**src/rtl/if_id_queue.sv**
```systemverilog
// ---------------------------------------------------------------------------
// if_id_queue
//
// Instruction queue between fetch and decode. Holds up to DEPTH fetched
// {pc, instruction} pairs in a circular buffer with valid/ready handshakes on
// both sides. A taken-branch flush discards every buffered entry. The head
// entry is presented to decode together with its pc+4 and an alignment flag.
//
// Ports:
//   clk            rising-edge clock
//   reset          asynchronous, active-low; clears count and pointers
//   in_valid       fetch presents in_pc/in_instr this cycle
//   in_pc          address of fetched instruction
//   in_instr       fetched instruction word
//   in_ready       queue can accept a push this cycle (count < DEPTH)
//   flush          taken branch: discard all contents at the next edge
//   out_valid      head entry is valid (count != 0)
//   out_pc         pc of head entry (0 when empty)
//   out_instr      instruction of head entry (0 when empty)
//   out_pc_next    out_pc + 4, wrapping at DATA_W (0 when empty)
//   out_misaligned head pc[1:0] != 0 (0 when empty)
//   out_ready      decode consumes the head entry this cycle
//   count          number of valid entries
// ---------------------------------------------------------------------------
module if_id_queue #(
    parameter int DEPTH  = 2,
    parameter int DATA_W = 32
) (
    input  logic                       clk,
    input  logic                       reset,
    input  logic                       in_valid,
    input  logic [DATA_W-1:0]          in_pc,
    input  logic [DATA_W-1:0]          in_instr,
    output logic                       in_ready,
    input  logic                       flush,
    output logic                       out_valid,
    output logic [DATA_W-1:0]          out_pc,
    output logic [DATA_W-1:0]          out_instr,
    output logic [DATA_W-1:0]          out_pc_next,
    output logic                       out_misaligned,
    input  logic                       out_ready,
    output logic [$clog2(DEPTH):0]     count
);

    localparam int PTR_W = $clog2(DEPTH);
    localparam int CNT_W = PTR_W + 1;
    localparam logic [CNT_W-1:0] FULL_CNT = CNT_W'(DEPTH);

    logic [DATA_W-1:0] pc_mem    [DEPTH];
    logic [DATA_W-1:0] instr_mem [DEPTH];
    logic [PTR_W-1:0]  wr_ptr;
    logic [PTR_W-1:0]  rd_ptr;
    logic              push;
    logic              pop;
    logic [DATA_W-1:0] head_pc;
    logic [DATA_W-1:0] head_instr;

    // Both handshakes look only at the registered count, so in_ready never
    // combinationally depends on out_ready.
    assign in_ready  = (count < FULL_CNT);
    assign out_valid = (count != '0);
    assign push      = in_valid && in_ready;
    assign pop       = out_valid && out_ready;

    always_ff @(posedge clk or negedge reset) begin
        if (!reset) begin
            count  <= '0;
            wr_ptr <= '0;
            rd_ptr <= '0;
        end else if (flush) begin
            // Flush wins over any push/pop presented in the same cycle.
            count  <= '0;
            wr_ptr <= '0;
            rd_ptr <= '0;
        end else begin
            if (push) wr_ptr <= wr_ptr + PTR_W'(1);
            if (pop)  rd_ptr <= rd_ptr + PTR_W'(1);
            case ({push, pop})
                2'b10:   count <= count + CNT_W'(1);
                2'b01:   count <= count - CNT_W'(1);
                default: count <= count;
            endcase
        end
    end

    // Storage needs no reset: contents are only observed through rd_ptr while
    // count is non-zero.
    always_ff @(posedge clk) begin
        if (push && !flush) begin
            pc_mem[wr_ptr]    <= in_pc;
            instr_mem[wr_ptr] <= in_instr;
        end
    end

    assign head_pc    = pc_mem[rd_ptr];
    assign head_instr = instr_mem[rd_ptr];

    // An empty queue drives an all-zero bubble to decode.
    assign out_pc         = out_valid ? head_pc : '0;
    assign out_instr      = out_valid ? head_instr : '0;
    assign out_pc_next    = out_valid ? (head_pc + DATA_W'(4)) : '0;
    assign out_misaligned = out_valid && (head_pc[1:0] != 2'b00);

endmodule

```
**config.mk**
```make
export PLATFORM = sky130hd
export DESIGN_NAME = if_id_queue
export DESIGN_NICKNAME = d
export VERILOG_FILES = /design/src/rtl/if_id_queue.sv
export SDC_FILE = /design/constraint.sdc
export NUM_CORES = 1
export LEC_CHECK = 0
export CAP_MARGIN = 10
export CORE_MARGIN = 8
export CORE_UTILIZATION = 30
export CTS_CLUSTER_SIZE = 28
export DETAILED_ROUTE_END_ITERATION = 16
export PLACE_DENSITY_LB_ADDON = 0.25
export REMOVE_ABC_BUFFERS = 1
export SYNTH_ARGS = -nofsm -noshare
export SYNTH_HDL_FRONTEND = slang
export SYNTH_SLANG_ARGS = --single-unit
export TNS_END_PERCENT = 10
```
**constraint.sdc**
```tcl
create_clock -name clk -period 7.4 [get_ports clk]
set_input_delay 1.48 -clock clk [delete_from_list [all_inputs] [get_ports clk]]
set_output_delay 1.48 -clock clk [all_outputs]
set_load 0.02 [all_outputs]
```
=== Yosys cells after proc, flatten, opt, wreduce, memory -nomap -nowiden ===
Memory sizes are Yosys's and may differ from the RTL's.
Cells that the tools add are included.

* $lt $le $gt $ge: 1
* Reductions and logical operators: 10
* Bitwise logic cells: 0
* Divide/modulo/power cells: 0
* Eq/ne operators: 2
* $mul: 0
* $add $sub $neg: 5
* Mux-type cells: 11
* Shift-type cells: 0

{| class="wikitable"
|+ Operators with widths
! kind !! number
|-
| 32-bit two-way mux || 3
|-
| 32-bit by 3-bit adder with 32-bit output, second input constant || 1
|-
| 2-bit nonzero test || 4
|-
| 1-bit two-way mux || 6
|-
| 1-bit logical AND || 4
|-
| 2-bit case mux with 2 select lines || 1
|-
| 3-bit nonzero test || 1
|-
| 1-bit adder, second input constant || 2
|-
| 2-bit by 1-bit adder with 2-bit output, second input constant || 1
|-
| 2-bit by 1-bit equality test with 1-bit output, second input constant || 1
|-
| 2-bit equality test, second input constant || 1
|-
| 2-bit less-than comparator, second input constant || 1
|-
| 2-bit two-way mux || 1
|-
| 2-bit by 1-bit subtractor with 2-bit output, second input constant || 1
|-
| 1-bit zero test || 1
|}

* Memories kept: 2
* Logic and storage cells: 34
* Output and inout port bits: 101
* Bits in read-only memories: 0
* Memory bits (writable): 128
* Register bits: 4
* Bits in latches: 0

{| class="wikitable"
|+ Memories
! name !! words !! width !! rd ports !! clocked after memory_dff !! wr ports !! RTL line !! text
|-
| instr_mem || 2 || 32 || 1 || 0 || 1 || 50 || <nowiki>logic [DATA_W-1:0] instr_mem [DEPTH];</nowiki>
|-
| pc_mem || 2 || 32 || 1 || 0 || 1 || 49 || <nowiki>logic [DATA_W-1:0] pc_mem [DEPTH];</nowiki>
|}

=== Longest topological paths before layout ===
* Word-level depth: 5
* Mapped depth: 11
* Mapped depth without buffers: 7

=== Worst setup path after synthesis ===
No wires, ideal clock.

* Path kind: input port to flip-flop
* Start: input port in_valid
* End: memory instr_mem[1][0] (enable)
* Arrival time: 6.338 ns
* Path buffers: 0
* Stages: 2
* Required time: 6.822 ns
* Setup slack: 0.484 ns
* Setup time: 0.578 ns
* Cell sequence: nand2b_1 nor3b_1

* Longest elaborated chain between the ends: 4

{| class="wikitable"
|+ Ends and longest elaborated chain
! what !! RTL line !! text
|-
| from (decl) || 31 || <nowiki>input logic in_valid,</nowiki>
|-
| 1-bit logical AND || 62 || <nowiki>assign push = in_valid && in_ready;</nowiki>
|-
| 1-bit logical AND || 89 || <nowiki>if (push && !flush) begin</nowiki>
|-
| 1-bit two-way mux || 89 ||
|-
| 1-bit two-way mux (not written as such) || 91 || <nowiki>instr_mem[wr_ptr] <= in_instr;</nowiki>
|-
| to (decl) || 50 ||
|}

Every way passes these cells.

=== Worst setup path in the final report ===
* Start: register rd_ptr
* End: output port out_pc_next[25]

* Longest elaborated chain between the ends: 3

{| class="wikitable"
|+ Ends and longest elaborated chain
! what !! RTL line !! text
|-
| from (decl) || 52 || <nowiki>logic [PTR_W-1:0] rd_ptr;</nowiki>
|-
| from (signal assigned) || 77 || <nowiki>if (pop) rd_ptr <= rd_ptr + PTR_W'(1);</nowiki>
|-
| memory 2 x 32 bit || -- ||
|-
| 32-bit by 3-bit adder with 32-bit output || 101 || <nowiki>assign out_pc_next = out_valid ? (head_pc + DATA_W'(4)) : '0;</nowiki>
|-
| 32-bit two-way mux || 101 ||
|-
| to (decl) || 39 || <nowiki>output logic [DATA_W-1:0] out_pc_next,</nowiki>
|}

Every way passes these cells.

==> out/metrics.cfg <==
[outcome]
status = finished clean

[logic_synthesis]
synth.most_common_cell = edfxtp_1
async_flop_share = 0.03030
synth_top_area_frac = 0.6320
seq_area_frac_synth = 0.6484
synth_cells = 465
ys_ff_latch = 132
ys.flop_type = edfxtp_1
synth_area_leaders = edfxtp_1, mux2i_1, nor2_1, nand2_1, dfrtp_1
synth_edf_count = 128
syn_avg_cell_area_sq_um = 13.08
synth_common_cells = edfxtp_1, nor2_1, mux2i_1
synth.distinct_cells = 49
synth_top_area_cell = edfxtp_1
yosys_warnings = 0
syn_area_sq_mm = 0.006082

[global_routing]
grt.busiest_layer = met2
met1_usage = 0.1513
grt_util_all_layers = 0.1315
grt_pass1_vias = 4670
use_met3 = 0.05239
grt_max_degree = 65
grt_use_met2 = 0.2206
grt_antenna_before_repair = 3
grt_pass1_wl_mm = 25.16
grt_overflow = 0

[critical_path]
critical_path_class = register to output port
crit_path_start = rd_ptr
critPathRequiredTime_ns = 5.92
critPathCapture = out_pc_next[25]
r2r_cells = 5
timing.rr.end = rd_ptr
critical-path-max-stage-delay_ns = 0.92
critPathMaxFanout = 60
critPathArrivalTime_ns = 4.06
cpMostUsedCell = nand4_1
cpMaxStageDelayCell = dfrtp_4
cp_cell_sequence = nand4_1 -> a22oi_2 -> nand4_1 -> or4_1 -> o21ai_1 -> clkdlybuf4s50_1
rrSetupSlack_ns = 5.04
critPathCaptureType = output port
crit-reg2reg-launch = count[0]
cp-start-kind = register

[drt]
postRouteAntennaNets = 0
vias_per_cell = 4.725
first_pass_iters = 6
vias = 4323
wl_per_cell_microns = 17.74
drtIter0Drc = 244
routed_wl_mm = 16.24
drc = 0

[timing]
hold_viol = 0
fmax_mhz = 180.4
setup_ws_ns = 1.857
finClkSkew_ns = 0.009662
fin_setup_tns_ns = 0
final_max_slew_viol_count = 0
fin_crit_sh = 0.7490
timing.slew.headroom = 0.3638
tightest_slew_ns = 0.9543
setup_viol = 0
finalCriticalPeriod_ns = 5.543
rsz0062_at_grt = no

[clock_tree]
cts-resized-gates = 0
cts_htree_levels = 4
clk_pin_slew_ns = 0.06
clkLatencyLatePin_ns = 0.41
clock_sinks = 132
cts_buffers = 17
cts_root_buffer = clkbuf_16
cts_hold_buf = 0
cts_tree = done
post_cts_buffers = 0
cts_buffer_depth = 2

[pwr]
vdd_drop_max_mv = 0.1579
leakage_uw = 0.002826
p_per_area_mw_per_mm2 = 247.5

[layout]
finalNetCount = 702
drive_gt1_frac = 0.07597
area_growth_pct = 42.48
instances_no_fill = 915
fillers = 1918
antenna_cells = 0

[floorplanning]
rows = 52
core_sq_mm = 0.02004
die-area_sq_mm = 0.02509
boundaryPins = 170
die_height_microns = 158.4
die_w_microns = 158.4
initial_core_util = 0.3035

[hold_path]
whs_path_depth = 2
hold_class = register to register

[placed_design]
placedCellCount = 883
place_ws_ns = 2.279
place.gp.congestion = 0.8157
port_buffers = 169
dp_hpwl_mm = 11.42

[flow_run]
cap_violations = 0

[logic make-up after synthesis]
logic type	after synthesis	share of synthesized area
AOI/OAI and AO/OA	49	0.05801
and+or+nand+nor	175	0.1391
muxes	63	0.1055
buffers and inverters	30	0.02530
xor gates and xnor gates	15	0.02160
adders and majority gates	1	0.002057
DFF	132	0.6484
[stage by stage]
stage | area [sq um] | hold WS, ns | power, uW | utilization
floorplan | 5947 | 0.5193 | 1086 | -
global placement | 8028 | 0.5552 | 1255 | 0.4006
detailed placement | 8028 | 0.5697 | 1259 | 0.4006
CTS | 8666 | 0.5870 | 2177 | 0.4324
global route | 8666 | 0.6370 | 2231 | 0.4324
finish | 8666 | 0.5831 | 2145 | 0.4324
[placed cells by master, fill, tap and decap left out, types with 4 or more instances in the layout]
cell / instances
a21oi_1: 12
and2_1: 7
buf_4: 4
bufinv_16: 5
clkbuf_16: 17
clkdlybuf4s50_1: 169
edfxtp_1: 128
inv_1: 5
mux2_2: 4
mux2i_1: 56
nand2_1: 27
nand3_1: 12
nand4_1: 9
nand4b_1: 4
nor2_1: 82
nor2b_1: 5
nor3_1: 6
nor4_1: 5
o21ai_0: 10
o31ai_1: 6
xnor2_1: 10
xor2_1: 5
[registers in the layout (all words and copies together) (netlist names)]
name / cells
instr_mem: 64
count: 2
rd_ptr: 1
pc_mem: 64
wr_ptr: 1
[layer usage]
| metal | up-vias | wire [microns] |
|---|---|---|
| met5 | - | 41 |
| met4 | 6 | 195 |
| met1 | 2092 | 6826 |
| met3 | 25 | 1183 |
| met2 | 125 | 7989 |
| li1 | 2075 | - |
[final cells by class]
class                      count  area [sq um]  share of cell area
sequential                   132          3948              0.4555
timing repair buffer         173          1722              0.1987
multi-input combinational    303          2002              0.2310
clock inverter                14         209.0             0.02411
inverter                       5         18.77            0.002166
clock buffer                  18         429.2             0.04952
tap                          270         337.8             0.03898
[worst max-delay path, delay by kind of cell, from the launching register on]
kind                   cells  cell delay, ns
buffers and inverters      1            0.63
AO/OA/AOI/OAI              2            0.53
AND/OR/NAND/NOR            3            1.49
flip-flops                 1            0.92
[how the worst min path moves through the flow]
stage / from / to / slack, ns
2_1_floorplan: wr_ptr / wr_ptr / 0.52
3_3_place_gp: wr_ptr / wr_ptr / 0.56
3_5_place_dp: wr_ptr / wr_ptr / 0.57
4_1_cts: wr_ptr / wr_ptr / 0.59
5_1_grt: wr_ptr / wr_ptr / 0.64
6_report: wr_ptr / wr_ptr / 0.58
[where the power goes]
| group | switching (uW) | leakage (uW) | internal [uW] |
|---|---|---|---|
| clock network | 311 | 0.000305 | 596 |
| logic | 193 | 0.00130 | 164 |
| registers | 24.7 | 0.00123 | 857 |
| total | 528 | 0.00283 | 1620 |
No activity file was read; power rests on OpenSTA's default activity.
